<file path="src/rtl/inst_fetch_queue_pkg.sv">
// Shared types and constants for the instruction fetch queue.
// Provides the fetch FSM state encoding, the default reset PC, the fetch
// step size and a PC alignment helper.
package inst_fetch_queue_pkg;

   typedef enum logic [1:0] {
      FQ_IDLE = 2'd0,
      FQ_WAIT = 2'd1,
      FQ_DROP = 2'd2
   } fq_state_e;

   localparam logic [31:0] FQ_RESET_PC    = 32'hbfc0_0000;
   localparam int unsigned FQ_INST_BYTES  = 4;

   // Instructions are word aligned; any set low bit marks a bad fetch PC.
   function automatic logic is_misaligned(input logic [1:0] pc_lsb);
      return pc_lsb != 2'b00;
   endfunction

endpackage

</file>
<file path="src/rtl/inst_fetch_queue_fifo.sv">
// DEPTH-entry FIFO holding packed {pc, inst, pc_err} fetch entries.
// Ports: clk, rst (sync, active-high), flush (clears contents, wins over
// push/pop), push/push_data (enqueue), pop (dequeue head), count (occupancy),
// head_valid/head_data (registered view of the entry at the read pointer).
module inst_fetch_queue_fifo
   import inst_fetch_queue_pkg::*;
#(
   parameter int unsigned DEPTH = 4,
   parameter int unsigned W     = 65
) (
   input  logic                         clk,
   input  logic                         rst,
   input  logic                         flush,
   input  logic                         push,
   input  logic [W-1:0]                 push_data,
   input  logic                         pop,
   output logic [$clog2(DEPTH+1)-1:0]   count,
   output logic                         head_valid,
   output logic [W-1:0]                 head_data
);

   localparam int unsigned PTR_W = $clog2(DEPTH);
   localparam int unsigned CNT_W = $clog2(DEPTH+1);

   logic [W-1:0]     mem_q [DEPTH];
   logic [W-1:0]     mem_d [DEPTH];
   logic [PTR_W-1:0] wr_ptr_q, wr_ptr_d;
   logic [PTR_W-1:0] rd_ptr_q, rd_ptr_d;
   logic [CNT_W-1:0] count_q, count_d;
   logic             head_valid_q, head_valid_d;
   logic [W-1:0]     head_data_q, head_data_d;

   // Next storage/pointer state; the head register looks at next-state storage
   // so an entry written into an empty FIFO is visible the following cycle.
   always_comb begin
      mem_d        = mem_q;
      wr_ptr_d     = wr_ptr_q;
      rd_ptr_d     = rd_ptr_q;
      count_d      = count_q;
      head_valid_d = 1'b0;
      head_data_d  = '0;
      if (flush) begin
         wr_ptr_d = '0;
         rd_ptr_d = '0;
         count_d  = '0;
      end else begin
         if (push) begin
            mem_d[wr_ptr_q] = push_data;
            wr_ptr_d        = wr_ptr_q + PTR_W'(1);
         end
         if (pop) begin
            rd_ptr_d = rd_ptr_q + PTR_W'(1);
         end
         count_d = count_q + CNT_W'(push) - CNT_W'(pop);
      end
      if (count_d != '0) begin
         head_valid_d = 1'b1;
         head_data_d  = mem_d[rd_ptr_d];
      end
   end

   // Storage needs no reset: the head is only read from slots already written.
   always_ff @(posedge clk) begin
      mem_q <= mem_d;
   end

   always_ff @(posedge clk) begin
      if (rst) begin
         wr_ptr_q     <= '0;
         rd_ptr_q     <= '0;
         count_q      <= '0;
         head_valid_q <= 1'b0;
         head_data_q  <= '0;
      end else begin
         wr_ptr_q     <= wr_ptr_d;
         rd_ptr_q     <= rd_ptr_d;
         count_q      <= count_d;
         head_valid_q <= head_valid_d;
         head_data_q  <= head_data_d;
      end
   end

   assign count      = count_q;
   assign head_valid = head_valid_q;
   assign head_data  = head_data_q;

endmodule

</file>
<file path="src/rtl/inst_fetch_queue.sv">
// Fetch front end: owns the fetch PC, issues one instruction request at a
// time and buffers returned {pc, inst, pc_err} entries for decode.
// Ports: clk, rst (sync, active-high); redirect/redirect_pc (flush + restart);
// req_valid/req_addr/req_ready (request channel); resp_valid/resp_inst
// (returned instruction); out_valid/out_pc/out_inst/out_pc_err/out_ready
// (queue head to decode); busy (a request is outstanding).
module inst_fetch_queue
   import inst_fetch_queue_pkg::*;
#(
   parameter int unsigned     DEPTH    = 4,
   parameter int unsigned     PC_W     = 32,
   parameter int unsigned     INST_W   = 32,
   parameter logic [PC_W-1:0] RESET_PC = PC_W'(FQ_RESET_PC)
) (
   input  logic              clk,
   input  logic              rst,
   input  logic              redirect,
   input  logic [PC_W-1:0]   redirect_pc,
   output logic              req_valid,
   output logic [PC_W-1:0]   req_addr,
   input  logic              req_ready,
   input  logic              resp_valid,
   input  logic [INST_W-1:0] resp_inst,
   output logic              out_valid,
   output logic [PC_W-1:0]   out_pc,
   output logic [INST_W-1:0] out_inst,
   output logic              out_pc_err,
   input  logic              out_ready,
   output logic              busy
);

   localparam int unsigned ENT_W = PC_W + INST_W + 1;
   localparam int unsigned CNT_W = $clog2(DEPTH+1);

   fq_state_e        state_q, state_d;
   logic [PC_W-1:0]  fetch_pc_q, fetch_pc_d;
   logic             halted_q, halted_d;

   logic             push;
   logic [ENT_W-1:0] push_data;
   logic             pop;
   logic [CNT_W-1:0] count;
   logic             head_valid;
   logic [ENT_W-1:0] head_data;

   // Fetch FSM. A request is only issued while a slot is free, so the
   // response that ends WAIT can always be enqueued.
   always_comb begin
      state_d    = state_q;
      fetch_pc_d = fetch_pc_q;
      halted_d   = halted_q;
      req_valid  = 1'b0;
      push       = 1'b0;
      push_data  = '0;
      case (state_q)
         FQ_IDLE: begin
            if (!redirect && !halted_q && (count < CNT_W'(DEPTH))) begin
               if (is_misaligned(fetch_pc_q[1:0])) begin
                  // Bad PC becomes an error entry; fetch stops until redirected.
                  push      = 1'b1;
                  push_data = {fetch_pc_q, {INST_W{1'b0}}, 1'b1};
                  halted_d  = 1'b1;
               end else begin
                  req_valid = !rst;
                  if (req_ready && !rst) begin
                     state_d = FQ_WAIT;
                  end
               end
            end
         end
         FQ_WAIT: begin
            if (resp_valid) begin
               state_d = FQ_IDLE;
               if (!redirect) begin
                  push       = 1'b1;
                  push_data  = {fetch_pc_q, resp_inst, 1'b0};
                  fetch_pc_d = fetch_pc_q + PC_W'(FQ_INST_BYTES);
               end
            end else if (redirect) begin
               // Response still in flight; it must be swallowed.
               state_d = FQ_DROP;
            end
         end
         FQ_DROP: begin
            if (resp_valid) begin
               state_d = FQ_IDLE;
            end
         end
         default: begin
            state_d = FQ_IDLE;
         end
      endcase
      if (redirect) begin
         fetch_pc_d = redirect_pc;
         halted_d   = 1'b0;
      end
   end

   always_ff @(posedge clk) begin
      if (rst) begin
         state_q    <= FQ_IDLE;
         fetch_pc_q <= RESET_PC;
         halted_q   <= 1'b0;
      end else begin
         state_q    <= state_d;
         fetch_pc_q <= fetch_pc_d;
         halted_q   <= halted_d;
      end
   end

   // Redirect flushes the queue and masks a same-cycle dequeue.
   assign pop = head_valid & out_ready & ~redirect;

   inst_fetch_queue_fifo #(
      .DEPTH (DEPTH),
      .W     (ENT_W)
   ) u_fifo (
      .clk        (clk),
      .rst        (rst),
      .flush      (redirect),
      .push       (push),
      .push_data  (push_data),
      .pop        (pop),
      .count      (count),
      .head_valid (head_valid),
      .head_data  (head_data)
   );

   assign req_addr   = fetch_pc_q;
   assign busy       = (state_q != FQ_IDLE);
   assign out_valid  = head_valid;
   assign out_pc     = head_data[ENT_W-1 -: PC_W];
   assign out_inst   = head_data[INST_W -: INST_W];
   assign out_pc_err = head_data[0];

endmodule

</file>
<file path="config.mk">
export PLATFORM = sky130hd
export DESIGN_NAME = inst_fetch_queue
export DESIGN_NICKNAME = d
export VERILOG_FILES = /design/src/rtl/inst_fetch_queue_pkg.sv /design/src/rtl/inst_fetch_queue_fifo.sv /design/src/rtl/inst_fetch_queue.sv
export SDC_FILE = /design/constraint.sdc
export NUM_CORES = 1
export LEC_CHECK = 0
export BUFFER_PORTS_ARGS = -buffer_cell sky130_fd_sc_hd__buf_2
export CAP_MARGIN = 20
export CORE_MARGIN = 5
export CORE_UTILIZATION = 50
export CTS_CLUSTER_SIZE = 14
export DETAILED_ROUTE_END_ITERATION = 6
export HOLD_SLACK_MARGIN = 0.12
export PLACE_DENSITY = 0.75
export SYNTH_ARGS = -nofsm -noshare
export SYNTH_HDL_FRONTEND = slang
export SYNTH_SLANG_ARGS = --single-unit
</file>
<file path="constraint.sdc">
create_clock -name clk -period 4.3 [get_ports clk]
set_input_delay 0.215 -clock clk [delete_from_list [all_inputs] [get_ports clk]]
set_output_delay 0.215 -clock clk [all_outputs]
set_load 0.1 [all_outputs]
</file>
==> impl_metrics.py, run 1 <==
metrics = {
    "clocking": {
        "clk_pin_slew_ns": 0.06,
        "cts_buffer_depth": 3,
        "cts-root-buf": "clkbuf_16",
        "htree_levels": 2,
        "numCtsBuffers": 39,
        "tritoncts": "done",
        "cts.sinks": 368,
        "insertion_delay_ns": 0.54,
        "cts_setup_buffers": 0,
    },
    "finish": {
        "final_common_cell": "dfxtp_1",
        "drive_gt1_frac": 0.2454,
        "fin_cells": 2064,
        "final_cell_mix": "dfxtp_1, nand2_1, buf_2",
        "syn2layout_area_growth_pct": 21.03,
        "fin_nets": 1727,
        "design_area_mm2": 0.01769,
    },
    "floorplan": {
        "ioPinCount": 170,
        "core-area_mm2": 0.02878,
        "num_rows": 62,
        "die_w_um": 181,
        "die_y_um": 181,
        "die_area_mm2": 0.03276,
        "initial_core_util": 0.5080,
    },
    "route": {
        "dr.pass1.iters": 6,
        "drt-total-wl_um": 40970,
        "dr_total_vias": 12150,
        "routedWlPerCell_um": 19.85,
        "vias_per_cell": 5.889,
        "ant_nets": 0,
        "drtIter0Drc": 994,
        "drc": 0,
    },
    "timing": {
        "min_period_over_period": 0.9078,
        "hold_viol": 0,
        "setup_viol": 0,
        "skew_ns": 0.03258,
        "drv_slew": 0,
        "fmax_mhz": 256.2,
        "fin_crit_ns": 3.904,
        "setup_tns_ns": 0,
        "worstMarginPinSlew_ns": 0.9873,
        "rsz0062_at_grt": "no",
        "maxSlewHeadroom": 0.3377,
    },
    "critical_path": {
        "crit_end": "u_fifo.head_data[36]",
        "path_max_fanout": 24,
        "critPathKind": "flop to flop",
        "cp-start-kind": "flop",
        "critPathLaunch": "state_q[1]",
        "reg2reg_to": "u_fifo.head_data[36]",
        "reg2reg_depth": 14,
        "r2r_start": "state_q[1]",
        "crit_path_end_kind": "flop",
        "r2r_setup_slack_ns": 0.40,
        "crit_arrival_ns": 4.35,
        "required_ns": 4.74,
    },
    "logic_synthesis": {
        "syn_area_mm2": 0.01462,
        "synth_nets": 1554,
        "ys_seq_elements": 368,
        "synth_edf_count": 0,
        "synth_area_per_cell_um2": 9.905,
        "syn_inst": 1476,
        "yosys_warnings": 0,
        "synth_cell_type_count": 59,
        "synth_ff_type": "dfxtp_1",
        "async_flop_share": 0,
        "ys_seq_area_frac": 0.5039,
    },
    "placement": {
        "io_buffers": 169,
        "placed_area_mm2": 0.01574,
        "dp_hpwl_um": 23680,
        "dp.cells": 1927,
        "place.gp.congestion": 0.8012,
    },
    "grt": {
        "grt_max_degree": 72,
        "track_usage": 0.2368,
        "overflow": 0,
        "grt_pass1_wl_um": 64320,
        "antenna_found_initial": 1,
        "grt_pass1_vias": 12010,
    },
    "job": {
        "cap_violations": 0,
    },
    "pwr": {
        "max-vdd-ir-drop_v": 0.0003466,
        "power_density_mw_per_mm2": 452.1,
        "p_leak_nw": 7.050,
    },
    "outcome": {
        "status": "complete, no violations",
    },
    "worst_hold_path": {
        "hold_path_class": "input port to flop",
    },
}
kinds of logic (layout without fill, tap and decap cells):
family          count (synthesis)  in the layout  synth area share
flops                         368            368            0.5039
compound gates                372            372            0.1887
mux                           169            169            0.1241
simple gates                  381            381            0.1168
fa+ha+maj                       8              8          0.007360
xor+xnor                       27             27           0.01712
buf+inv                       151            354           0.04202
other cells                     0              1                 0
through the flow:
step                      total power, mW  setup slack [ns]  hold WS [ns]  utilization
after floorplan                     4.417            0.2960        0.3336            -
after global placement              4.604            0.5786        0.4256       0.5467
after detailed placement            4.630            0.4870        0.4404       0.5467
after CTS                           8.039            0.4100        0.1201       0.6147
after global routing                8.266           0.02019        0.1376       0.6148
final                               8.000            0.3965        0.1316       0.6148
synth_stat cells, types with 5 or more instances:
cell / count / area, um2
nor2_1: 48 / 180.2
dfxtp_1: 368 / 7367
nand2b_1: 9 / 56.30
o22ai_1: 66 / 412.9
inv_1: 16 / 60.06
buf_1: 9 / 33.78
xor2_1: 11 / 96.34
nand2_1: 216 / 810.8
nand4_1: 10 / 62.56
a32o_1: 8 / 80.08
o211ai_1: 33 / 247.7
a21o_1: 5 / 37.54
mux2i_1: 71 / 710.7
and2_1: 6 / 37.54
nor3_1: 10 / 50.05
and3_1: 7 / 43.79
a21oi_1: 16 / 80.08
o221a_2: 36 / 405.4
mux2_2: 98 / 1104
o21ai_0: 73 / 365.4
clkbuf_1: 91 / 341.6
o21ai_1: 26 / 130.1
ha_1: 7 / 87.58
a22o_1: 58 / 508.0
xnor2_1: 15 / 131.4
o221ai_1: 11 / 96.34
buf_2: 32 / 160.2
nand3_1: 50 / 250.2
o221a_1: 20 / 225.2
flip-flops by register name, indices dropped and copies added, names as in the netlist:
name	cells
req_addr	32
u_fifo.head_data	65
u_fifo.count	3
u_fifo.mem_q	260
state_q	2
u_fifo.wr_ptr_q	2
u_fifo.head_valid	1
halted_q	1
u_fifo.rd_ptr_q	2
power by group:
group / leakage, nW / switching (mW) / internal (mW)
Sequential: 2.99 / 0.143 / 3.60
Clock: 0.632 / 1.36 / 2.03
Combinational: 3.43 / 0.577 / 0.298
Total: 7.05 / 2.08 / 5.92
critical path: stages, from the launching register on:
cell and delay (ns):
dfxtp_1 0.38, nor4_4 0.51, and2_1 0.20, buf_4 0.16, or2_2 0.18, ha_1 0.16, inv_1 0.05, fa_1 0.39
xnor3_1 0.22, a31oi_2 0.31, nor3b_4 0.53, buf_12 0.26, o221a_2 0.22, o21ai_0 0.11, o211ai_1 0.12
cell type report:
class	count	area [um2]
Multi-Input combinational cell	957	6713
Antenna cell	1	2.502
Clock inverter	11	161.4
Clock buffer	60	1145
Sequential cell	368	7367
Fill cell	2299	11090
Timing Repair Buffer	266	1762
Tap cell	384	480.5
Inverter	17	63.81
worst min-delay path by stage:
stage	startpoint	endpoint	cells past startpoint
final	resp_inst[15]	u_fifo.mem_q[16]	3
after detailed placement	u_fifo.mem_q[195]	u_fifo.mem_q[195]	1
after CTS	resp_inst[15]	u_fifo.mem_q[146]	3
after global placement	u_fifo.mem_q[195]	u_fifo.mem_q[195]	1
after global routing	resp_inst[15]	u_fifo.mem_q[16]	3
after floorplan	resp_inst[0]	u_fifo.mem_q[66]	2
what timing repair did:
action | 4_1_cts | 5_1_grt
resized for setup | 0 | 0
hold buffers | 65 | 0
endpoints found under the setup margin | 0 | 0
hold endpoints to repair | 157 | 0
per-layer routing:
layer | vias to the layer above | share of wire | GRT usage | wire [um]
met2 | 484 | 0.48 | 0.3977 | 19660
li1 | 5711 | - | - | -
met1 | 5876 | 0.42 | 0.3075 | 17230
met4 | 0 | 0.028 | 0.08196 | 1166
met5 | - | 0 | 0 | 0
met3 | 83 | 0.071 | 0.04444 | 2917
(Power assumes the default switching activity.)
==> inputs of run 2 (changes only) <==
==> constraint.sdc (replaced) <==
create_clock -name clk -period 4.3 [get_ports clk]
set_input_delay 0.215 -clock clk [delete_from_list [all_inputs] [get_ports clk]]
set_output_delay 0.215 -clock clk [all_outputs]
set_load 0.02 [all_outputs]
==> run 2 against run 1 <==
First-iteration DRC count rose by 7.7%. Die area did not move. Largest cell class unchanged. Critical path depth is 1 lower. Non-clock buffer count up 5. Wire length rose by 1.3%. Global-route usage up 0.47 points.
==> impl_metrics.py, run 2 (synthesis results as in run 1) <==
metrics = {
    "clocking": {
        "cts_buffer_depth": 3,
        "cts-root-buf": "clkbuf_16",
        "clk_pin_slew_ns": 0.06,
        "tritoncts": "done",
        "htree_levels": 2,
        "insertion_delay_ns": 0.52,
        "cts.sinks": 368,
        "numCtsBuffers": 39,
        "ctsResizeCount": 0,
    },
    "route": {
        "dr_total_vias": 12350,
        "dr.pass1.iters": 7,
        "vias_per_cell": 5.962,
        "ant_nets": 0,
        "routedWlPerCell_um": 20.05,
        "drc": 0,
        "drtIter0Drc": 1071,
        "drt-total-wl_um": 41520,
    },
    "grt": {
        "antenna_found_initial": 3,
        "grt_pass1_wl_um": 65910,
        "use_met2": 0.4034,
        "grt_max_degree": 72,
        "top_usage_layer": "met2",
        "track_usage": 0.2415,
        "grtUsageMet3": 0.05067,
        "grtUsageMet1": 0.3113,
        "overflow": 0,
        "grt_pass1_vias": 12260,
    },
    "placement": {
        "pre_cts_ws_ns": 0.2532,
        "placed_area_mm2": 0.01574,
        "place.gp.congestion": 0.8077,
        "io_buffers": 169,
        "dp_hpwl_um": 25050,
        "dp.cells": 1929,
    },
    "timing": {
        "min_period_over_period": 0.8994,
        "hold_viol": 0,
        "maxSlewHeadroom": 0.3301,
        "setup_tns_ns": 0,
        "drv_slew": 0,
        "fin_crit_ns": 3.867,
        "fin_ws_ns": 0.4327,
        "skew_ns": 0.01587,
        "whs_ns": 0.2044,
        "worstMarginPinSlew_ns": 1.005,
        "setup_viol": 0,
        "rsz0062_at_grt": "no",
        "fmax_mhz": 258.6,
    },
    "critical_path": {
        "required_ns": 4.72,
        "reg2reg_depth": 13,
        "critPathKind": "flop to flop",
        "crit_path_end_kind": "flop",
        "path_max_fanout": 14,
        "crit_arrival_ns": 4.29,
        "cp-start-kind": "flop",
    },
    "finish": {
        "syn2layout_area_growth_pct": 21.49,
        "fin_cells": 2071,
        "final_common_cell": "dfxtp_1",
        "largest_reg_flops": 260,
        "drive_gt1_frac": 0.2472,
        "post-route-util": 0.6172,
        "fin_nets": 1732,
        "design_area_mm2": 0.01776,
        "final_cell_mix": "dfxtp_1, nand2_1, buf_2",
        "top_register": "u_fifo.mem_q",
    },
    "outcome": {
        "status": "complete, no violations",
    },
    "floorplan": {
        "die_y_um": 181,
        "initial_core_util": 0.5080,
        "die_w_um": 181,
        "core-area_mm2": 0.02878,
        "num_rows": 62,
        "ioPinCount": 170,
        "die_area_mm2": 0.03276,
    },
    "pwr": {
        "total_power_mw": 7.822,
        "p_leak_nw": 7.093,
        "max-vdd-ir-drop_v": 0.0002796,
        "power_density_mw_per_mm2": 440.4,
    },
    "worst_hold_path": {
        "hold_path_class": "input port to flop",
        "whs_path_depth": 3,
    },
    "job": {
        "cap_violations": 0,
    },
}
-- run 2: metal layers --
layer | share of wire | vias to the layer above
met5 | 0 | -
met4 | 0.030 | 0
met3 | 0.080 | 89
met2 | 0.48 | 529
met1 | 0.41 | 6004
li1 | - | 5726
-- run 2: area by class of cell --
cell class,count,area (um2)
Timing Repair Buffer,271,1805
Inverter,17,63.81
Fill cell,2256,11020
Clock buffer,61,1201
Clock inverter,9,127.6
Tap cell,384,480.5
Sequential cell,368,7367
Multi-Input combinational cell,957,6706
Antenna cell,4,10.01
-- run 2: final timing paths --
check                         from                   end  slack [ns]
setup / recovery        state_q[1]  u_fifo.head_data[57]        0.43
hold / removal                 rst       u_fifo.count[1]        0.20
hold reg to reg   u_fifo.mem_q[65]      u_fifo.mem_q[65]        0.45
setup reg to reg        state_q[1]  u_fifo.head_data[57]        0.43
-- run 2: critical path, cell delays in order, from the launching register on --
cell      delay, ns
dfxtp_1        0.38
nor4_4         0.51
and2_1         0.45
or2_2          0.24
ha_1           0.16
inv_1          0.05
fa_1           0.40
xnor3_1        0.23
a31oi_2        0.30
nor3b_4        0.34
buf_4          0.28
o221a_2        0.22
nand2_1        0.06
o211ai_1       0.14
-- run 2: report_power, final --
group	leakage, nW	switching (mW)	internal (mW)	total [mW]
Clock	0.655	1.34	2.10	3.43
Sequential	2.99	0.142	3.60	3.74
Combinational	3.45	0.342	0.302	0.644
Total	7.09	1.82	6.00	7.82
-- run 2: what timing repair did --
action                     in CTS  in global routing
setup endpoints to repair       0                 24
setup buffers                   0                  1
hold endpoints to repair      161                  0
hold buffers                   66                  0
==> inputs of run 3 (changes only) <==
--- a/config.mk
+++ b/config.mk
@@ -8,11 +8,12 @@
 export BUFFER_PORTS_ARGS = -buffer_cell sky130_fd_sc_hd__buf_2
 export CAP_MARGIN = 20
 export CORE_MARGIN = 5
-export CORE_UTILIZATION = 50
+export CORE_UTILIZATION = 32
 export CTS_CLUSTER_SIZE = 14
 export DETAILED_ROUTE_END_ITERATION = 6
 export HOLD_SLACK_MARGIN = 0.12
-export PLACE_DENSITY = 0.75
+export PLACE_DENSITY = 0.54
+export SLEW_MARGIN = 20
 export SYNTH_ARGS = -nofsm -noshare
 export SYNTH_HDL_FRONTEND = slang
 export SYNTH_SLANG_ARGS = --single-unit
==> constraint.sdc (replaced) <==
create_clock -name clk -period 4.1 [get_ports clk]
set_input_delay 0.205 -clock clk [delete_from_list [all_inputs] [get_ports clk]]
set_output_delay 0.205 -clock clk [all_outputs]
set_load 0.02 [all_outputs]
==> run 3 against run 2 <==
Global-route usage shrank 6.9 points. Register-to-register slack gained 0.07 ns. Count of clock-buffer cells in the layout shrank 2. Power grew 8.6%. Via count shrank 2.8%. Sequential cell count is the same. Largest power group unchanged. Highest routed layer is now met5.
==> impl_metrics.py, run 3 (synthesis results as in run 1) <==
metrics = {
    "route": {
        "dr.pass1.iters": 5,
        "vias_per_cell": 5.232,
        "drtIter0Drc": 690,
        "ant_nets": 0,
        "dr_total_vias": 12000,
        "routedWlPerCell_um": 19.50,
        "drt-total-wl_um": 44720,
        "drc": 0,
    },
    "grt": {
        "antenna_found_initial": 3,
        "grt_max_degree": 72,
        "grt_pass1_wl_um": 69960,
        "overflow": 0,
        "track_usage": 0.1724,
        "grt_pass1_vias": 12070,
    },
    "timing": {
        "maxSlewHeadroom": 0.4048,
        "hold_viol": 0,
        "fmax_mhz": 277.8,
        "skew_ns": 0.02033,
        "setup_tns_ns": 0,
        "fin_crit_ns": 3.599,
        "setup_viol": 0,
        "rsz0062_at_grt": "no",
        "min_period_over_period": 0.8779,
        "worstMarginPinSlew_ns": 0.8874,
        "whs_ns": 0.1528,
        "drv_slew": 0,
    },
    "worst_hold_path": {
        "hold_path_class": "input port to flop",
        "whs_path_depth": 3,
        "hp-start": "redirect",
    },
    "finish": {
        "final_common_cell": "dfxtp_1",
        "drive_gt1_frac": 0.2513,
        "largest_reg_flops": 260,
        "design_area_mm2": 0.01816,
        "fin_nets": 1738,
        "final_cell_mix": "dfxtp_1, nand2_1, buf_2",
        "seqCellArea_mm2": 0.007367,
        "top_register": "u_fifo.mem_q",
        "syn2layout_area_growth_pct": 24.24,
        "multi_input_area_mm2": 0.006714,
        "num-fill-cells": 4491,
    },
    "clocking": {
        "numCtsBuffers": 42,
        "cts_buffer_depth": 3,
        "cts-root-buf": "clkbuf_16",
        "htree_levels": 2,
        "clk_pin_slew_ns": 0.06,
        "tritoncts": "done",
        "insertion_delay_ns": 0.55,
        "cts.sinks": 368,
        "ctsResizeCount": 0,
    },
    "critical_path": {
        "path_max_fanout": 32,
        "slowest_delay_ns": 0.44,
        "cpLargestDelayFamily": "compound AO/OA/AOI/OAI gates",
        "crit_arrival_ns": 4.05,
        "reg2reg_depth": 14,
        "critPathLaunch": "state_q[1]",
        "critPathKind": "flop to flop",
        "required_ns": 4.55,
        "crit_path_end_kind": "flop",
        "cp_cell_sequence": "nor4_4, buf_4, and2_1, or2_2, ha_1, inv_1, fa_1, xnor3_1, a31oi_2, nor3b_4, buf_4, o221ai_1, a21o_1, o221ai_1",
        "cp_slowest_cell": "buf_4",
        "crit_buf_inv": 3,
        "r2r_start": "state_q[1]",
        "worst-path-stages": 14,
        "cp-start-kind": "flop",
    },
    "outcome": {
        "status": "complete, no violations",
    },
    "floorplan": {
        "die_w_um": 223.8,
        "die_area_mm2": 0.05006,
        "core-area_mm2": 0.04528,
        "ioPinCount": 170,
        "die_y_um": 223.8,
        "num_rows": 78,
        "initial_core_util": 0.3229,
    },
    "pwr": {
        "p_leak_nw": 7.168,
        "max-vdd-ir-drop_v": 0.0002752,
        "power_density_mw_per_mm2": 467.7,
    },
    "job": {
        "cap_violations": 0,
    },
    "placement": {
        "placed_area_mm2": 0.01602,
        "place.gp.congestion": 0.7600,
        "dp_hpwl_um": 26860,
        "io_buffers": 169,
    },
}
[run 3: cell count changes in the layout (fill, tap and decap cells not counted), sizes merged]
cell / delta
clkinv: +4
inv: +1
dlygate4sd3: +3
clkbuf: -2
bufinv: +2
diode: -2
[run 3: area by class of cell]
cell class,instances,area share
Timing Repair Buffer,274,0.1002
Clock buffer,59,0.06805
Antenna cell,2,0.0002755
Sequential cell,368,0.4056
Multi-Input combinational cell,957,0.3696
Tap cell,600,0.04133
Inverter,17,0.003513
Clock inverter,16,0.01150
[run 3: timing repair]
action,in CTS,in global routing
setup buffers,0,0
endpoints found under the hold margin,173,0
hold buffers,69,0
[run 3: path summary, 6_finish.rpt]
kind	end	slack [ns]
worst max-delay path	u_fifo.head_data[16]	0.50
worst min-delay path	req_addr[4]	0.15
worst max register to register	u_fifo.head_data[16]	0.50
worst min register to register	u_fifo.mem_q[195]	0.45
[run 3: worst min-delay path: stages]
cell and delay [ns]:
buf_2 0.22, a21oi_1 0.17, nor2_1 0.05
[run 3: power breakdown]
part / switching (mW) / internal [mW] / total, mW
clock: 1.49 / 2.41 / 3.90
sequential: 0.148 / 3.78 / 3.93
combinational: 0.354 / 0.318 / 0.672
[run 3: routing by layer]
| metal | share of wire | up-vias | track usage |
|---|---|---|---|
| li1 | - | 5739 | - |
| met1 | 0.46 | 5857 | 0.2354 |
| met2 | 0.46 | 335 | 0.2831 |
| met3 | 0.057 | 65 | 0.03145 |
| met4 | 0.017 | 2 | 0.04506 |
| met5 | 0.00029 | - | 0 |
[run 3: through the flow]
step	utilization	instances	setup WS, ns	power [mW]
2_1_floorplan	-	1476	0.6502	4.377
3_3_place_gp	0.3539	2147	0.5781	4.600
3_5_place_dp	0.3539	2147	0.5121	4.622
4_1_cts	0.4010	2291	0.4898	8.610
5_1_grt	0.4010	2291	0.2988	8.845
6_report	0.4011	2293	0.5007	8.495
